--- src/rtl/tank_shot_engine.sv ---
// Tank projectile engine: launches shots on up presses, flies them upward,
// tests them against the monster boxes, pulses hits, keeps score, draws shot pixels.
module tank_shot_engine #(
    parameter int unsigned NUM_SHOTS = 4,
    parameter int unsigned SPEED     = 4,
    parameter int unsigned COOLDOWN  = 8,
    parameter int unsigned TOP_Y     = 40,
    parameter int unsigned SPAWN_OFS = 2
) (
    input  logic                 clk,
    input  logic                 rst,
    input  logic                 up,
    input  logic [9:0]           tank_x,
    input  logic [9:0]           tank_y,
    input  logic [49:0]          mons_x,
    input  logic [49:0]          mons_y,
    input  logic [4:0]           mons_alive,
    input  logic [9:0]           hCount,
    input  logic [9:0]           vCount,
    output logic                 shot_pix,
    output logic [4:0]           hit,
    output logic [7:0]           score,
    output logic [NUM_SHOTS-1:0] shots_active
);

    localparam int unsigned CW       = (COOLDOWN < 1) ? 1 : $clog2(COOLDOWN + 1);
    localparam int unsigned NUM_MONS = 5;
    localparam logic [10:0] EXIT_Y   = 11'(TOP_Y + SPEED);

    typedef struct packed {
        logic       valid;
        logic [9:0] x;
        logic [9:0] y;
    } slot_t;

    slot_t          slot_q [NUM_SHOTS];
    logic           up_q;
    logic [CW-1:0]  cd_q;

    logic [4:0]           slot_mon_c [NUM_SHOTS];
    logic [NUM_SHOTS-1:0] slot_clear_c;
    logic [NUM_SHOTS-1:0] launch_sel_c;
    logic [4:0]           hit_c;
    logic [2:0]           hit_cnt_c;
    logic [8:0]           score_sum_c;
    logic                 fire_req_c;
    logic                 launch_c;
    logic [9:0]           spawn_y_c;

    // |a - b| <= r evaluated in 11 bits with offsets only on the right-hand side
    function automatic logic near(input logic [9:0] a, input logic [9:0] b, input logic [10:0] r);
        return ({1'b0, a} <= {1'b0, b} + r) && ({1'b0, b} <= {1'b0, a} + r);
    endfunction

    // Per-slot collision (lowest monster wins) and top-exit decisions
    always_comb begin
        hit_c        = '0;
        hit_cnt_c    = '0;
        slot_clear_c = '0;
        for (int i = 0; i < int'(NUM_SHOTS); i++) begin
            slot_mon_c[i] = '0;
            if (slot_q[i].valid) begin
                for (int m = int'(NUM_MONS) - 1; m >= 0; m--) begin
                    if (mons_alive[m] &&
                        near(slot_q[i].x, mons_x[10*m +: 10], 11'd5) &&
                        near(slot_q[i].y, mons_y[10*m +: 10], 11'd2)) begin
                        slot_mon_c[i]    = '0;
                        slot_mon_c[i][m] = 1'b1;
                    end
                end
                slot_clear_c[i] = (|slot_mon_c[i]) || ({1'b0, slot_q[i].y} < EXIT_Y);
            end
            hit_c = hit_c | slot_mon_c[i];
        end
        for (int m = 0; m < int'(NUM_MONS); m++) begin
            hit_cnt_c = hit_cnt_c + 3'(hit_c[m]);
        end
        score_sum_c = {1'b0, score} + 9'(hit_cnt_c);
    end

    // Launch arbitration: lowest free slot, edge-detected button, cooldown gate
    always_comb begin
        launch_sel_c = '0;
        for (int i = int'(NUM_SHOTS) - 1; i >= 0; i--) begin
            if (!slot_q[i].valid) begin
                launch_sel_c    = '0;
                launch_sel_c[i] = 1'b1;
            end
        end
        fire_req_c = up & ~up_q;
        launch_c   = fire_req_c && (cd_q == '0) && (|launch_sel_c);
        spawn_y_c  = tank_y - 10'(SPAWN_OFS);
    end

    always_ff @(posedge clk or negedge rst) begin
        if (!rst) begin
            up_q  <= 1'b0;
            cd_q  <= '0;
            hit   <= '0;
            score <= '0;
            for (int i = 0; i < int'(NUM_SHOTS); i++) begin
                slot_q[i] <= '0;
            end
        end else begin
            up_q  <= up;
            hit   <= hit_c;
            score <= score_sum_c[8] ? 8'hFF : score_sum_c[7:0];
            if (launch_c) begin
                cd_q <= CW'(COOLDOWN);
            end else if (cd_q != '0) begin
                cd_q <= cd_q - CW'(1);
            end
            for (int i = 0; i < int'(NUM_SHOTS); i++) begin
                if (slot_q[i].valid) begin
                    if (slot_clear_c[i]) begin
                        slot_q[i].valid <= 1'b0;
                    end else begin
                        slot_q[i].y <= slot_q[i].y - 10'(SPEED);
                    end
                end else if (launch_c && launch_sel_c[i]) begin
                    slot_q[i] <= '{valid: 1'b1, x: tank_x, y: spawn_y_c};
                end
            end
        end
    end

    // Shot sprite is 3 wide by 4 tall, anchored at its top row
    always_comb begin
        shot_pix = 1'b0;
        for (int i = 0; i < int'(NUM_SHOTS); i++) begin
            shots_active[i] = slot_q[i].valid;
            if (slot_q[i].valid &&
                near(slot_q[i].x, hCount, 11'd1) &&
                (slot_q[i].y <= vCount) &&
                ({1'b0, vCount} <= {1'b0, slot_q[i].y} + 11'd3)) begin
                shot_pix = 1'b1;
            end
        end
    end

endmodule

--- config.mk ---
export PLATFORM = sky130hd
export DESIGN_NAME = tank_shot_engine
export DESIGN_NICKNAME = d
export VERILOG_FILES = /design/src/rtl/tank_shot_engine.sv
export SDC_FILE = /design/constraint.sdc
export NUM_CORES = 1
export LEC_CHECK = 0
export ABC_AREA = 0
export CAP_MARGIN = 15
export CORE_UTILIZATION = 58
export CTS_BUF_LIST = sky130_fd_sc_hd__clkbuf_8
export CTS_CLUSTER_DIAMETER = 200
export DETAILED_ROUTE_END_ITERATION = 12
export PLACE_DENSITY = 0.85
export SYNTH_ARGS = -nofsm -noshare
export SYNTH_HDL_FRONTEND = slang
export SYNTH_SLANG_ARGS = --single-unit
--- constraint.sdc ---
create_clock -name clk -period 5.3 [get_ports clk]
set_clock_uncertainty 0.15 [all_clocks]
set_input_delay 1.59 -clock clk [delete_from_list [all_inputs] [get_ports clk]]
set_output_delay 1.59 -clock clk [all_outputs]
set_load 0.02 [all_outputs]
==> flow_summary.json, run 1 <==
{
  "grt_first_pass_wirelength_mm": 342,
  "grt_use_total_pct": 80.5,
  "failing_step": "global routing",
  "cts_buffer_depth": 2,
  "rows": 84,
  "clockRootBuffer": "clkbuf_8",
  "start_util_pct": 59.2,
  "async_flop_share_pct": 100,
  "status": "aborted with a tool error",
  "synth_cells": 3913,
  "grt.overflow.total": 1320,
  "dp_slack_ns": -2.42,
  "gp_congestion": 1.23,
  "htree_levels": 3,
  "die_y_um": 235,
  "die_x_um": 235,
  "synth-edff-count": 0,
  "cts_hold_buffers": 0,
  "dp_hpwl_mm": 137,
  "cts-buffers-inserted": 9,
  "netlist_area_um2": 31400,
  "numClockSinks": 102,
  "ios": 166,
  "avgSynthCellArea_um2": 8.02,
  "grt_pass1_vias": 51020,
  "io_buffers": 165,
  "ys_seq_elements": 102,
  "synthFlopType": "dfrtp_1",
  "syn-num-nets": 4857,
  "ys_types": 109,
  "grt_max_degree": 60,
  "error_line": "[ERROR GRT-0116] Global routing finished with congestion. Check the congestion regions in the DRC Viewer.",
  "synth_seq_area_share_pct": 8.13,
  "yosysWarnings": 0
}
==> metal layers <==
layer  GRT overflow  global-route usage (%)
met1             28                    77.4
met2            832                    95.3
met3             32                    69.3
met4            421                    82.4
met5              7                    49.0
==> cell usage after synthesis (all sizes together), types with 9 or more instances <==
cell     instances  area share (%)
ha             793              32
nand2          265             3.2
o21ai          232             3.7
a21oi          210             3.5
nor2           202             2.5
xnor2          193             5.7
nand3          161             2.6
inv            160             1.9
o21a           156             3.7
nand4          139             2.8
nor2b          127             2.5
nor3           104             1.8
dfrtp          102             8.1
xor2            92             2.6
a21o            83             2.0
clkbuf          83             1.0
buf             61             1.0
nand2b          56             1.1
a211oi          44             1.1
and3            44            0.88
o211ai          41             1.0
a31oi           38            0.76
nor4            37            0.83
o22ai           32            0.64
a211o           28            0.78
o31ai           25            0.60
or3             25            0.50
maj3            24            0.77
and4            21            0.59
a221oi          20            0.60
o221ai          20            0.56
o2111ai         19            0.61
a2111oi         18            0.54
o311ai          17            0.47
a22oi           15            0.36
and2            15            0.30
mux2            14            0.50
or2             14            0.28
xnor3           14             1.0
a221o           10            0.32
a41oi            9            0.28
o211a            9            0.29
o32ai            9            0.25
==> through the flow <==
step	area (um2)	cells
2_1_floorplan	31500	3913
3_3_place_gp	42000	5752
3_5_place_dp	42000	5752
4_1_cts	43100	5793
==> logic make-up after synthesis <==
group	after synthesis	share of synthesized area [%]
simple gates	1249	20.9
compound gates	1121	24.6
fa+ha+maj	820	32.6
buf+inv	305	3.96
xor+xnor	299	9.27
flops	102	8.13
mux	17	0.598
==> what timing repair did <==
| action | CTS |
|---|---|
| pin swaps | 73 |
| setup buffers | 26 |
| gates resized for setup | 193 |
| endpoints found under the setup margin | 46 |
==> inputs of run 2 (changes only) <==
--- a/config.mk
+++ b/config.mk
@@ -7,11 +7,9 @@
 export LEC_CHECK = 0
 export ABC_AREA = 0
 export CAP_MARGIN = 15
-export CORE_UTILIZATION = 58
-export CTS_BUF_LIST = sky130_fd_sc_hd__clkbuf_8
-export CTS_CLUSTER_DIAMETER = 200
+export CORE_UTILIZATION = 40
 export DETAILED_ROUTE_END_ITERATION = 12
-export PLACE_DENSITY = 0.85
+export PLACE_DENSITY_LB_ADDON = 0.15
 export SYNTH_ARGS = -nofsm -noshare
 export SYNTH_HDL_FRONTEND = slang
 export SYNTH_SLANG_ARGS = --single-unit
==> constraint.sdc (replaced) <==
create_clock -name clk -period 6.9 [get_ports clk]
set_clock_uncertainty 0.15 [all_clocks]
set_input_delay 2.07 -clock clk [delete_from_list [all_inputs] [get_ports clk]]
set_output_delay 2.07 -clock clk [all_outputs]
set_load 0.02 [all_outputs]
==> flow_summary.json, run 2 <==
{
  "hold_start": "cd_q[3]",
  "synth.most_common_cell": "ha_1",
  "die_y_um": 282,
  "max_clock_freq_mhz": 140,
  "nets": 5822,
  "hold_viol_final": 0,
  "netlist_area_um2": 31400,
  "coreArea_um2": 77600,
  "clock_latency_ns": 0.40,
  "critPathRequiredTime_ns": 7.04,
  "ant_nets": 0,
  "finalSetupTns_ns": -1.44,
  "worstSetupStartpoint": "mons_x[18]",
  "grt_pass1_vias": 35047,
  "grt_max_degree": 67,
  "layout.cells.non_filler": 5928,
  "synth_top_cell_area_share_pct": 31.6,
  "fin_area_um2": 42400,
  "dp_slack_ns": -1.57,
  "firstDrtPassIters": 6,
  "grt.overflow.total": 0,
  "hold_class": "reg -> reg",
  "drive_gt1_share_pct": 24.9,
  "status": "finished, violations left",
  "clockRootBuffer": "clkbuf_16",
  "yosysWarnings": 0,
  "maxCapViolations": 0,
  "critPathArrivalTime_ns": 7.29,
  "worst_setup_path_end_kind": "register",
  "clk_pin_slew_ns": 0.09,
  "finalCritPeriodShare_pct": 104,
  "dieArea_um2": 79600,
  "rows": 102,
  "wl_per_cell_um": 28.0,
  "rsz0062_at_grt": "yes",
  "p_per_area_nw_per_um2": 315,
  "cts-buffers-inserted": 9,
  "dp_cells": 5878,
  "routed_wl_mm": 166,
  "setup_viol": 9,
  "grt_first_pass_wirelength_mm": 237,
  "ys_seq_elements": 102,
  "die_x_um": 282,
  "htree_levels": 3,
  "syn-num-nets": 4857,
  "viasPerCell": 6.15,
  "io_buffers": 165,
  "largest_reg_flops": 80,
  "async_flop_share_pct": 100,
  "synth_cells": 3913,
  "top_register": "slot_q",
  "timing.final.ws_setup_ns": -0.245,
  "worst_pin_slew_ns": 1.12,
  "worst-setup-path-type": "in -> reg",
  "synthFlopType": "dfrtp_1",
  "gp_congestion": 1.08,
  "period_needed_ns": 7.15,
  "numClockSinks": 102,
  "start_kind": "input port",
  "synth-edff-count": 0,
  "layout_commonest_cell": "buf_4",
  "cts_tree": "built",
  "ys_top_cells_by_count": "793 x ha_1, 264 x nand2_1, 222 x o21ai_0",
  "violations": "negative setup slack",
  "first_iter_violations": 3416,
  "avgSynthCellArea_um2": 8.02,
  "r2r_start": "slot_q[44]",
  "ys_types": 109,
  "dp_hpwl_mm": 136,
  "drc": 0,
  "grt_use_total_pct": 41.2,
  "start_util_pct": 40.4,
  "grt_antenna_before_repair": 9,
  "peakVddDrop_mv": 0.188,
  "crit_fanout": 6,
  "cts_hold_buffers": 0,
  "synth_seq_area_share_pct": 8.13,
  "synth_area_leader_cell": "ha_1",
  "synthTopCellsByArea": "ha_1 32%, dfrtp_1 8.1%, xnor2_1 5.1%",
  "power.leakage_nw": 19.6,
  "final_max_slew_viol_count": 0,
  "ios": 166,
  "cts_buffer_depth": 2,
  "relSlewSlack_pct": 25.4,
  "mostFrequentLayoutCells": "912 x buf_4, 775 x ha_1, 259 x nand2_1",
  "place_area_um2": 40700,
  "synthToLayoutAreaGrowth_pct": 35.0,
  "reg_top3": "slot_q x80, score x8, hit x5",
  "vias": 36467
}
## run 2: final timing paths
| check | end | slack, ns | cells after the start |
|---|---|---|---|
| max | score[7] | -0.25 | 23 |
| min | cd_q[3] | 0.37 | 1 |
| max reg2reg | score[7] | 0.16 | 26 |
| min reg2reg | cd_q[3] | 0.37 | 1 |
| max in group asynchronous | slot_q[37] | 3.76 | 2 |
| min in group asynchronous | hit[1] | 1.64 | 1 |
## run 2: power breakdown
part | switching, mW | total [mW] | leakage [nW] | internal, mW
combinational | 6.76 | 11.6 | 18.2 | 4.82
clock | 0.319 | 0.580 | 0.151 | 0.261
sequential | 0.380 | 1.16 | 1.27 | 0.782
## run 2: cell families after synthesis
family / Yosys count / synth area share, %
and+or+nand+nor: 1249 / 20.9
AOI/OAI and AO/OA: 1121 / 24.6
adders and majority gates: 820 / 32.6
buffers and inverters: 305 / 3.96
xor gates and xnor gates: 299 / 9.27
DFF: 102 / 8.13
muxes: 17 / 0.598
## run 2: worst max-delay path: stages
cell             delay (ns)
clkdlybuf4s50_1        0.48
buf_4                  0.19
buf_4                  0.18
nor2_1                 0.06
or3_1                  0.38
a222oi_1               0.41
o2111ai_1              0.24
buf_4                  0.21
a31oi_4                0.16
buf_6                  0.15
a31oi_4                0.08
and2_4                 0.19
a211oi_4               0.32
fa_1                   0.48
fa_1                   0.51
inv_2                  0.05
ha_4                   0.15
inv_2                  0.05
fa_2                   0.22
nor2b_4                0.05
o21a_4                 0.23
nand2b_4               0.13
mux2_4                 0.26
## run 2: cell type report
class                      count  area (um2)
fill                        7532       35200
multi-input combinational   3506       28800
timing repair buffer        1098        8780
sequential                   102        2550
tap                         1040        1300
inverter                     161         604
clock buffer                   9         225
clock inverter                 7        86.3
antenna                        5        12.5
## run 2: per-stage QoR
stage | hold slack [ns] | power (mW) | util, %
finish | 0.369 | 13.3 | 54.6
floorplan | 0.324 | 6.85 | -
global placement | 0.339 | 12.0 | 52.4
global route | 0.387 | 14.2 | 54.6
detailed placement | 0.347 | 12.1 | 52.4
CTS | 0.368 | 12.9 | 54.1
## run 2: routing by layer
layer / vias to the layer above / GRT usage (%) / wire [um]
met4: 8 / 33.7 / 16000
met1: 17212 / 50.3 / 65200
met3: 590 / 7.08 / 14100
li1: 16860 / - / -
met2: 1797 / 63.7 / 70500
met5: - / 0 / 52
## run 2: timing repair
item / in CTS / in global routing
pin swaps: 77 / 63
setup buffers: 24 / 8
endpoints found under the setup margin: 9 / 9
resized for setup: 256 / 97
Power figures use the tool's default switching activity.
